==> config.mk <==
export PLATFORM = sky130hd
export DESIGN_NAME = window_stream_buffer
export DESIGN_NICKNAME = d
export VERILOG_FILES = /design/src/rtl/window_stream_buffer.sv
export SDC_FILE = /design/constraint.sdc
export NUM_CORES = 1
export LEC_CHECK = 0
export CORE_MARGIN = 4
export CORE_UTILIZATION = 41
export CTS_BUF_LIST = sky130_fd_sc_hd__clkbuf_4 sky130_fd_sc_hd__clkbuf_8 sky130_fd_sc_hd__clkbuf_16
export DETAILED_ROUTE_END_ITERATION = 12
export PLACE_DENSITY = 0.64
export RECOVER_POWER = 100
export SLEW_MARGIN = 10
export SYNTH_ARGS = -nofsm -noshare
export SYNTH_HDL_FRONTEND = slang
export SYNTH_SLANG_ARGS = --single-unit
==> constraint.sdc <==
create_clock -name clk -period 4.05 [get_ports clk]
set_clock_uncertainty 0.05 [all_clocks]
set_input_delay 1.0125 -clock clk [delete_from_list [all_inputs] [get_ports clk]]
set_output_delay 1.0125 -clock clk [all_outputs]
set_load 0.05 [all_outputs]
==> src/rtl/window_stream_buffer.sv <==
// Sliding FILTER_SIZE x FILTER_SIZE window generator over a raster pixel stream.
// Line memories hold the previous rows; a column tap register forms the window.
module window_stream_buffer #(
  parameter int FILTER_SIZE = 3,
  parameter int IMAGE_SIZE  = 28,
  parameter int I_WIDTH     = 8,
  parameter int CHANNELS    = 1,
  parameter int STRIDE      = 1
) (
  input  logic clk,
  input  logic rst_n,
  input  logic clk_en,
  input  logic flush,
  input  logic in_valid,
  input  logic [I_WIDTH*CHANNELS-1:0] in_data,
  output logic out_valid,
  output logic [I_WIDTH*CHANNELS*FILTER_SIZE*FILTER_SIZE-1:0] out_data,
  output logic [$clog2(IMAGE_SIZE)-1:0] out_row,
  output logic [$clog2(IMAGE_SIZE)-1:0] out_col,
  output logic frame_done
);

  localparam int F  = FILTER_SIZE;
  localparam int PW = I_WIDTH * CHANNELS;
  localparam int WW = PW * F * F;
  localparam int AW = $clog2(IMAGE_SIZE);
  localparam int SW = (STRIDE > 1) ? $clog2(STRIDE) : 1;
  localparam logic [AW-1:0] LAST  = AW'(IMAGE_SIZE - 1);
  localparam logic [AW-1:0] EDGE  = AW'(F - 1);
  localparam logic [SW-1:0] SLAST = SW'(STRIDE - 1);

  logic [AW-1:0] col, row;
  logic [SW-1:0] col_ph, row_ph;
  logic [SW-1:0] col_ph_nxt, row_ph_nxt;
  logic [PW-1:0] line_mem [F-1][IMAGE_SIZE];
  logic [PW-1:0] taps [F][F-1];
  logic [PW-1:0] col_vec [F];
  logic [WW-1:0] win_next;
  logic accept, qualify, last_col, last_row;

  assign accept   = clk_en && in_valid && !flush;
  assign last_col = (col == LAST);
  assign last_row = (row == LAST);
  assign qualify  = (row >= EDGE) && (col >= EDGE) &&
                    (row_ph == '0) && (col_ph == '0);

  // Phases only start counting once the first full window column is reached.
  always_comb begin
    col_ph_nxt = '0;
    row_ph_nxt = '0;
    if (col >= EDGE && col_ph != SLAST)
      col_ph_nxt = col_ph + 1'b1;
    if (row >= EDGE && row_ph != SLAST)
      row_ph_nxt = row_ph + 1'b1;
  end

  always_comb begin
    for (int i = 0; i < F-1; i++)
      col_vec[i] = line_mem[i][col];
    col_vec[F-1] = in_data;
  end

  always_comb begin
    win_next = '0;
    for (int i = 0; i < F; i++) begin
      for (int j = 0; j < F-1; j++)
        win_next[(i*F+j)*PW +: PW] = taps[i][j];
      win_next[(i*F+F-1)*PW +: PW] = col_vec[i];
    end
  end

  // Storage content is don't-care after reset, so it carries no reset.
  always_ff @(posedge clk) begin
    if (accept) begin
      for (int k = 0; k < F-2; k++)
        line_mem[k][col] <= line_mem[k+1][col];
      line_mem[F-2][col] <= in_data;
      for (int i = 0; i < F; i++) begin
        for (int j = 0; j < F-2; j++)
          taps[i][j] <= taps[i][j+1];
        taps[i][F-2] <= col_vec[i];
      end
    end
  end

  always_ff @(posedge clk or negedge rst_n) begin
    if (!rst_n) begin
      col        <= '0;
      row        <= '0;
      col_ph     <= '0;
      row_ph     <= '0;
      out_valid  <= 1'b0;
      frame_done <= 1'b0;
      out_data   <= '0;
      out_row    <= '0;
      out_col    <= '0;
    end else if (clk_en) begin
      if (flush) begin
        col        <= '0;
        row        <= '0;
        col_ph     <= '0;
        row_ph     <= '0;
        out_valid  <= 1'b0;
        frame_done <= 1'b0;
      end else begin
        out_valid  <= in_valid && qualify;
        frame_done <= in_valid && last_col && last_row;
        if (in_valid) begin
          if (qualify) begin
            out_data <= win_next;
            out_row  <= row;
            out_col  <= col;
          end
          if (last_col) begin
            col    <= '0;
            col_ph <= '0;
            row    <= last_row ? '0 : row + 1'b1;
            row_ph <= last_row ? '0 : row_ph_nxt;
          end else begin
            col    <= col + 1'b1;
            col_ph <= col_ph_nxt;
          end
        end
      end
    end
  end

endmodule

# After elaboration in Yosys (flattened, before gate mapping)
# Memory sizes are Yosys's and may differ from the RTL's.
# Cells that the tools add are included.
# Widths: inputs -> output; s select.
dict set report totals {
  wordCells 71
  n_memories 2
  mem_bits_ro 0
  latchBits 0
  ff_bits 96
  in_bits 13
  ramBits 496
}
dict set report op_classes {
  shift 0
  n_mux 29
  mul 0
  reduce_logical 17
  div 0
  eq_ne 2
  order_cmp 4
  bitwise_logic 4
  addsub 4
}
# name depth word_bits rd rd_ports_with_merged_regs write_ports line_no
set mem_list {}
lappend mem_list {line_mem 2 224 2 0 2 35} ;# logic [PW-1:0] line_mem [F-1][IMAGE_SIZE];
lappend mem_list {taps 3 16 3 0 3 36} ;# logic [PW-1:0] taps [F][F-1];
# op n
set ops {}
lappend ops {{$mux 224} 1}
lappend ops {{$bmux 8 s5} 2}
lappend ops {{$demux 8 s5} 1}
lappend ops {{$mux 8} 5}
lappend ops {{$mux 5} 7}
lappend ops {{$mux 1} 13}
lappend ops {{$logic_and 1x1->1} 11}
lappend ops {{$add 5x1->5 const B} 2}
lappend ops {{$eq 5x5->1 const B} 2}
lappend ops {{$ge 5x2->1 const B} 2}
lappend ops {{$ge 6x6->1 const B} 1}
lappend ops {{$lt 6x1->1 const B} 1}
lappend ops {{$not 5->6} 1}
lappend ops {{$reduce_and 4->1} 1}
lappend ops {{$reduce_bool 2->1} 2}
lappend ops {{$not 1->1} 3}
lappend ops {{$reduce_and 3->1} 1}
lappend ops {{$add 1x1->1 const B} 2}
lappend ops {{$reduce_and 2->1} 1}
lappend ops {{$logic_not 1->1} 1}

# Depth between registers and ports, before layout
dict set report depth {
  word_depth 7
  mapped_depth 11
  mapped_depth_nobuf 6
}

# Least setup slack after synthesis
# No wires, ideal clock.
dict set report synth_timing {
  path_type {input port to flip-flop}
  startpoint {in flush}
  endpoint {mem line_mem[0][208] (netlist bit) (enable)}
  t_arrival_ns 3.133
  setup_time_ns 0.388
  cell_stages 4
  setup_slack_ns 0.479
  path_buffers 1
  required_time_ns 3.612
  path_cell_list {clkbuf_1 > nor2_4 > nand2_1 > nor2_1}
}
# item line_no
set synth_rtl {}
lappend synth_rtl {{from (decl)} 13} ;# input logic flush,
lappend synth_rtl {{to (decl)} 35}

==> qor.txt <==
TIMING
-----------------------------------------------------------------------------------------------
Worst-Margin Slew ................................................................      1.89 ns
Share of the clock period used by the worst path after layout ....................        87.5%
Maximum clock frequency ..........................................................      282 MHz
Final slew viol count ............................................................          180
Final Hold Fails .................................................................            0
Post-layout min period ...........................................................      3.55 ns
Max_slew headroom ................................................................       -26.1%
Worst hold slack .................................................................     0.393 ns
Setup repair after global routing missed its margin ..............................        false
Setup total negative slack .......................................................         0 ns
Number of setup violations in the final report ...................................            0

CLOCK NETWORK
-----------------------------------------------------------------------------------------------
Cell at the root of the clock tree ............................................... sky130_fd_sc_hd__clkbuf_16
Skew-Pair Late Insertion Delay ...................................................      0.59 ns
Maximum count of clock buffers along a single path ...............................            3
TritonCTS clock tree .............................................................        built
# clock sinks ....................................................................          592
Clock input transition at the sequential cells of the worst setup and hold paths .      0.06 ns
Setup Fix Bufs, Post-CTS .........................................................            0
Cts-stage hold buffer count ......................................................            0
Number of gates resized after CTS ................................................            0
Clock H-tree levels ..............................................................            2
Number of CTS-inserted buffers ...................................................           57

YOSYS
-----------------------------------------------------------------------------------------------
Count of flip-flops with a built-in enable after synthesis .......................          496
Area share of the leading cell type in the synthesized netlist ...................        64.7%
Number of different library cells in the post-synthesis netlist ..................           52
Primary FF master, synth ......................................................... sky130_fd_sc_hd__edfxtp_1
Syn Nets .........................................................................         1218
Synthesis-stage register bit count ...............................................          592
Synthesized instance count .......................................................         1199
Share of flip-flops with an asynchronous set or reset after synthesis ............        16.2%
Syn Std Cell Area ................................................................   0.0230 mm²
Mean cell area of the mapped netlist .............................................     19.2 µm²
Share of synthesized area occupied by flip-flops and latches .....................        75.2%
Synth top area cells ............................................................. sky130_fd_sc_hd__edfxtp_1, sky130_fd_sc_hd__dfrtp_1, sky130_fd_sc_hd__mux2i_1, sky130_fd_sc_hd__mux2_4, sky130_fd_sc_hd__mux4_2
Count of yosys warnings during synthesis .........................................            0
Cell taking the most area after synthesis ........................................ sky130_fd_sc_hd__edfxtp_1

CELLS AND AREA
-----------------------------------------------------------------------------------------------
Antenna cell count ...............................................................            0
Commonest non-fill, non-tap cells in the layout .................................. sky130_fd_sc_hd__edfxtp_1, sky130_fd_sc_hd__mux2i_1, sky130_fd_sc_hd__dfrtp_1, sky130_fd_sc_hd__dlygate4sd3_1, sky130_fd_sc_hd__mux2_1
Fraction of layout cells with a size suffix above 1 ..............................        13.4%
Fill count .......................................................................         4676
Layout overhead on the synthesized area ..........................................        15.2%
Most common library cell in the layout ignoring fill and taps .................... sky130_fd_sc_hd__edfxtp_1
Area taken by flip-flops and latches .............................................   0.0173 mm²
Utilization after layout .........................................................        47.9%
Area of the multi-input gates ....................................................  0.00497 mm²
Post-Layout Inst Area ............................................................   0.0265 mm²
Final net count ..................................................................         1389

DRT
-----------------------------------------------------------------------------------------------
Vias after detailed routing ......................................................        11.7k
Post-detailed-route wirelength per cell ..........................................      23.6 µm
Drt pass-1 iters .................................................................            5
Iteration-0 DRC Markers ..........................................................         1077
Count of nets left with antenna violations after detail routing ..................            0
Via count normalized by instance count ...........................................         5.41
Total detailed-routing wirelength ................................................      51.0 mm
Number of design rule violations left after detail routing .......................            0

PLACEMENT
-----------------------------------------------------------------------------------------------
Global placement routability congestion ..........................................        0.804
Final HPWL from detailed placement ...............................................      32.9 mm
Buffers on Ports .................................................................           96
Dpl cell area ....................................................................   0.0251 mm²

GRT
-----------------------------------------------------------------------------------------------
Via count of the first global-routing pass .......................................        11.6k
Remaining global-route overflow ..................................................            0
Global router's overall resource usage ...........................................        16.9%
Maximum number of pins on one net before global-route repair .....................           75
Number of antenna violations at the first check in global routing ................            1
First-pass GRT wire length .......................................................      76.4 mm

POWER AND IR DROP
-----------------------------------------------------------------------------------------------
Pwr per Cell Area ................................................................   546 mW/mm²
Max rail drop VDD ................................................................     0.284 mV
Reported leakage power ...........................................................      9.05 nW
Total power consumption of the routed design .....................................      14.5 mW

CRITICAL PATH
-----------------------------------------------------------------------------------------------
Max stage delay cell, worst path ................................................. sky130_fd_sc_hd__dfrtp_1
Critical path capture point type .................................................    flip-flop
CP peak stage delay ..............................................................      0.76 ns
Startpoint type of the worst setup path ..........................................    flip-flop
Ordered cell list for the critical path .......................................... clkbuf_1, nand4b_1, o22ai_1, a211oi_1, o311ai_1, buf_4
Critical path class ..............................................................   reg -> reg
End of the worst register-to-register path ....................................... line_mem[0][59]$_DFFE_PP_
Required @ worst endpoint ........................................................      4.31 ns
Worst EP arrival .................................................................      3.81 ns
Slack of the worst reg-to-reg path ...............................................      0.50 ns
Reg-to-reg startpoint ............................................................ col[4]$_DFFE_PN0P_
Reg2reg path depth ...............................................................            6
Critical-path maximum fanout .....................................................           20

FLOORPLAN
-----------------------------------------------------------------------------------------------
Height of the die ................................................................       245 µm
Width of the die .................................................................       245 µm
Number of placement rows .........................................................           86
IO Pins ..........................................................................           97
Floorplan Core Area ..............................................................   0.0553 mm²
Initial core utilization .........................................................        41.6%
Area of the die ..................................................................   0.0600 mm²

HOLD PATH
-----------------------------------------------------------------------------------------------
End point of the most critical hold path ......................................... taps[0][8]$_DFFE_PP_
Hold path start .................................................................. taps[0][0]$_DFFE_PP_
Instance count along the most critical hold path .................................            0
Type of the worst min-delay path .................................................   reg -> reg

RUN
-----------------------------------------------------------------------------------------------
Number of maximum-capacitance violations .........................................            5

OUTCOME
-----------------------------------------------------------------------------------------------
Result of the run ................................................................ complete, but fails checks
Failing checks ................................................................... max-capacitance violations, max-slew violations

[Yosys cell counts, drive strengths merged, types with 4 or more instances]
cell type / instances
mux2: 79
ha: 6
edfxtp: 496
nand2: 41
a211oi: 15
clkbuf: 12
mux4: 41
o21ai: 9
a22oi: 30
nand4bb: 5
and2: 8
buf: 50
nand3: 24
nor2b: 10
o32ai: 4
inv: 7
mux2i: 143
nor2: 36
nand4b: 4
dfrtp: 96
o22ai: 39
a21oi: 7
nand4: 7
[worst max-delay path: cells and delay by family, from the launching register on]
kind | cells | cell delay, ns
AO/OA/AOI/OAI | 3 | 1.11
buffers and inverters | 2 | 1.01
flip-flops | 1 | 0.76
AND/OR/NAND/NOR | 1 | 0.33
[worst max-delay path by stage]
stage                             startpoint                    endpoint  slack, ns
after floorplan                        flush  line_mem[0][208]$_DFFE_PP_       0.48
after global placement                 flush    out_data[66]$_DFFE_PN0P_       0.60
after detailed placement               flush     out_data[2]$_DFFE_PN0P_       0.53
after CTS                 col[0]$_DFFE_PN0P_   line_mem[0][42]$_DFFE_PP_       0.90
after global routing      col[4]$_DFFE_PN0P_    out_data[46]$_DFFE_PN0P_       0.38
final                     col[4]$_DFFE_PN0P_   line_mem[0][59]$_DFFE_PP_       0.50
[logic make-up (layout without fill, tap and decap cells)]
family,Yosys count,count (layout),share of synthesized area [%]
AOI/OAI and AO/OA,113,113,3.38
DFF,592,592,75.2
adders and majority gates,6,6,0.326
buffers and inverters,69,284,2.14
muxes,263,263,15.2
xor gates and xnor gates,2,2,0.0761
and+or+nand+nor,154,154,3.65
[area by class of cell]
class / count / area share [%]
clock buffers: 78 / 6.12
repair buffers: 174 / 5.29
well taps: 748 / 3.53
multi-input cells: 538 / 18.7
inverters: 7 / 0.0992
flip-flops and latches: 592 / 65.3
clock inverters: 25 / 0.921
[sequential cells by signal, summed over array words and instances, names as in the netlist]
signal	flops
col	5
col_ph	1
out_data	72
line_mem	448
out_row	5
row	5
row_ph	1
frame_done	1
out_valid	1
out_col	5
taps	48
[through the flow]
| stage | instances | setup slack, ns |
|---|---|---|
| 6_report | 2162 | 0.505 |
| 5_1_grt | 2162 | 0.377 |
| 4_1_cts | 2162 | 0.897 |
| 3_5_place_dp | 2059 | 0.532 |
| 3_3_place_gp | 2059 | 0.597 |
| 2_1_floorplan | 1199 | 0.479 |
[where the power goes]
group | leakage, nW | switching [mW] | internal, mW | total, mW
clock network | 0.936 | 2.15 | 3.10 | 5.25
logic | 2.35 | 1.40 | 0.612 | 2.01
registers | 5.76 | 0.151 | 7.04 | 7.19
[per-layer routing]
layer	GRT usage [%]	vias to the layer above	part of all wire, %
met3	4.00	67	8.4
met1	24.5	6028	44
li1	-	5120	-
met5	0	-	0
met2	26.1	472	46
met4	4.09	0	1.9
Note: power is estimated with default switching activity, not from simulation.
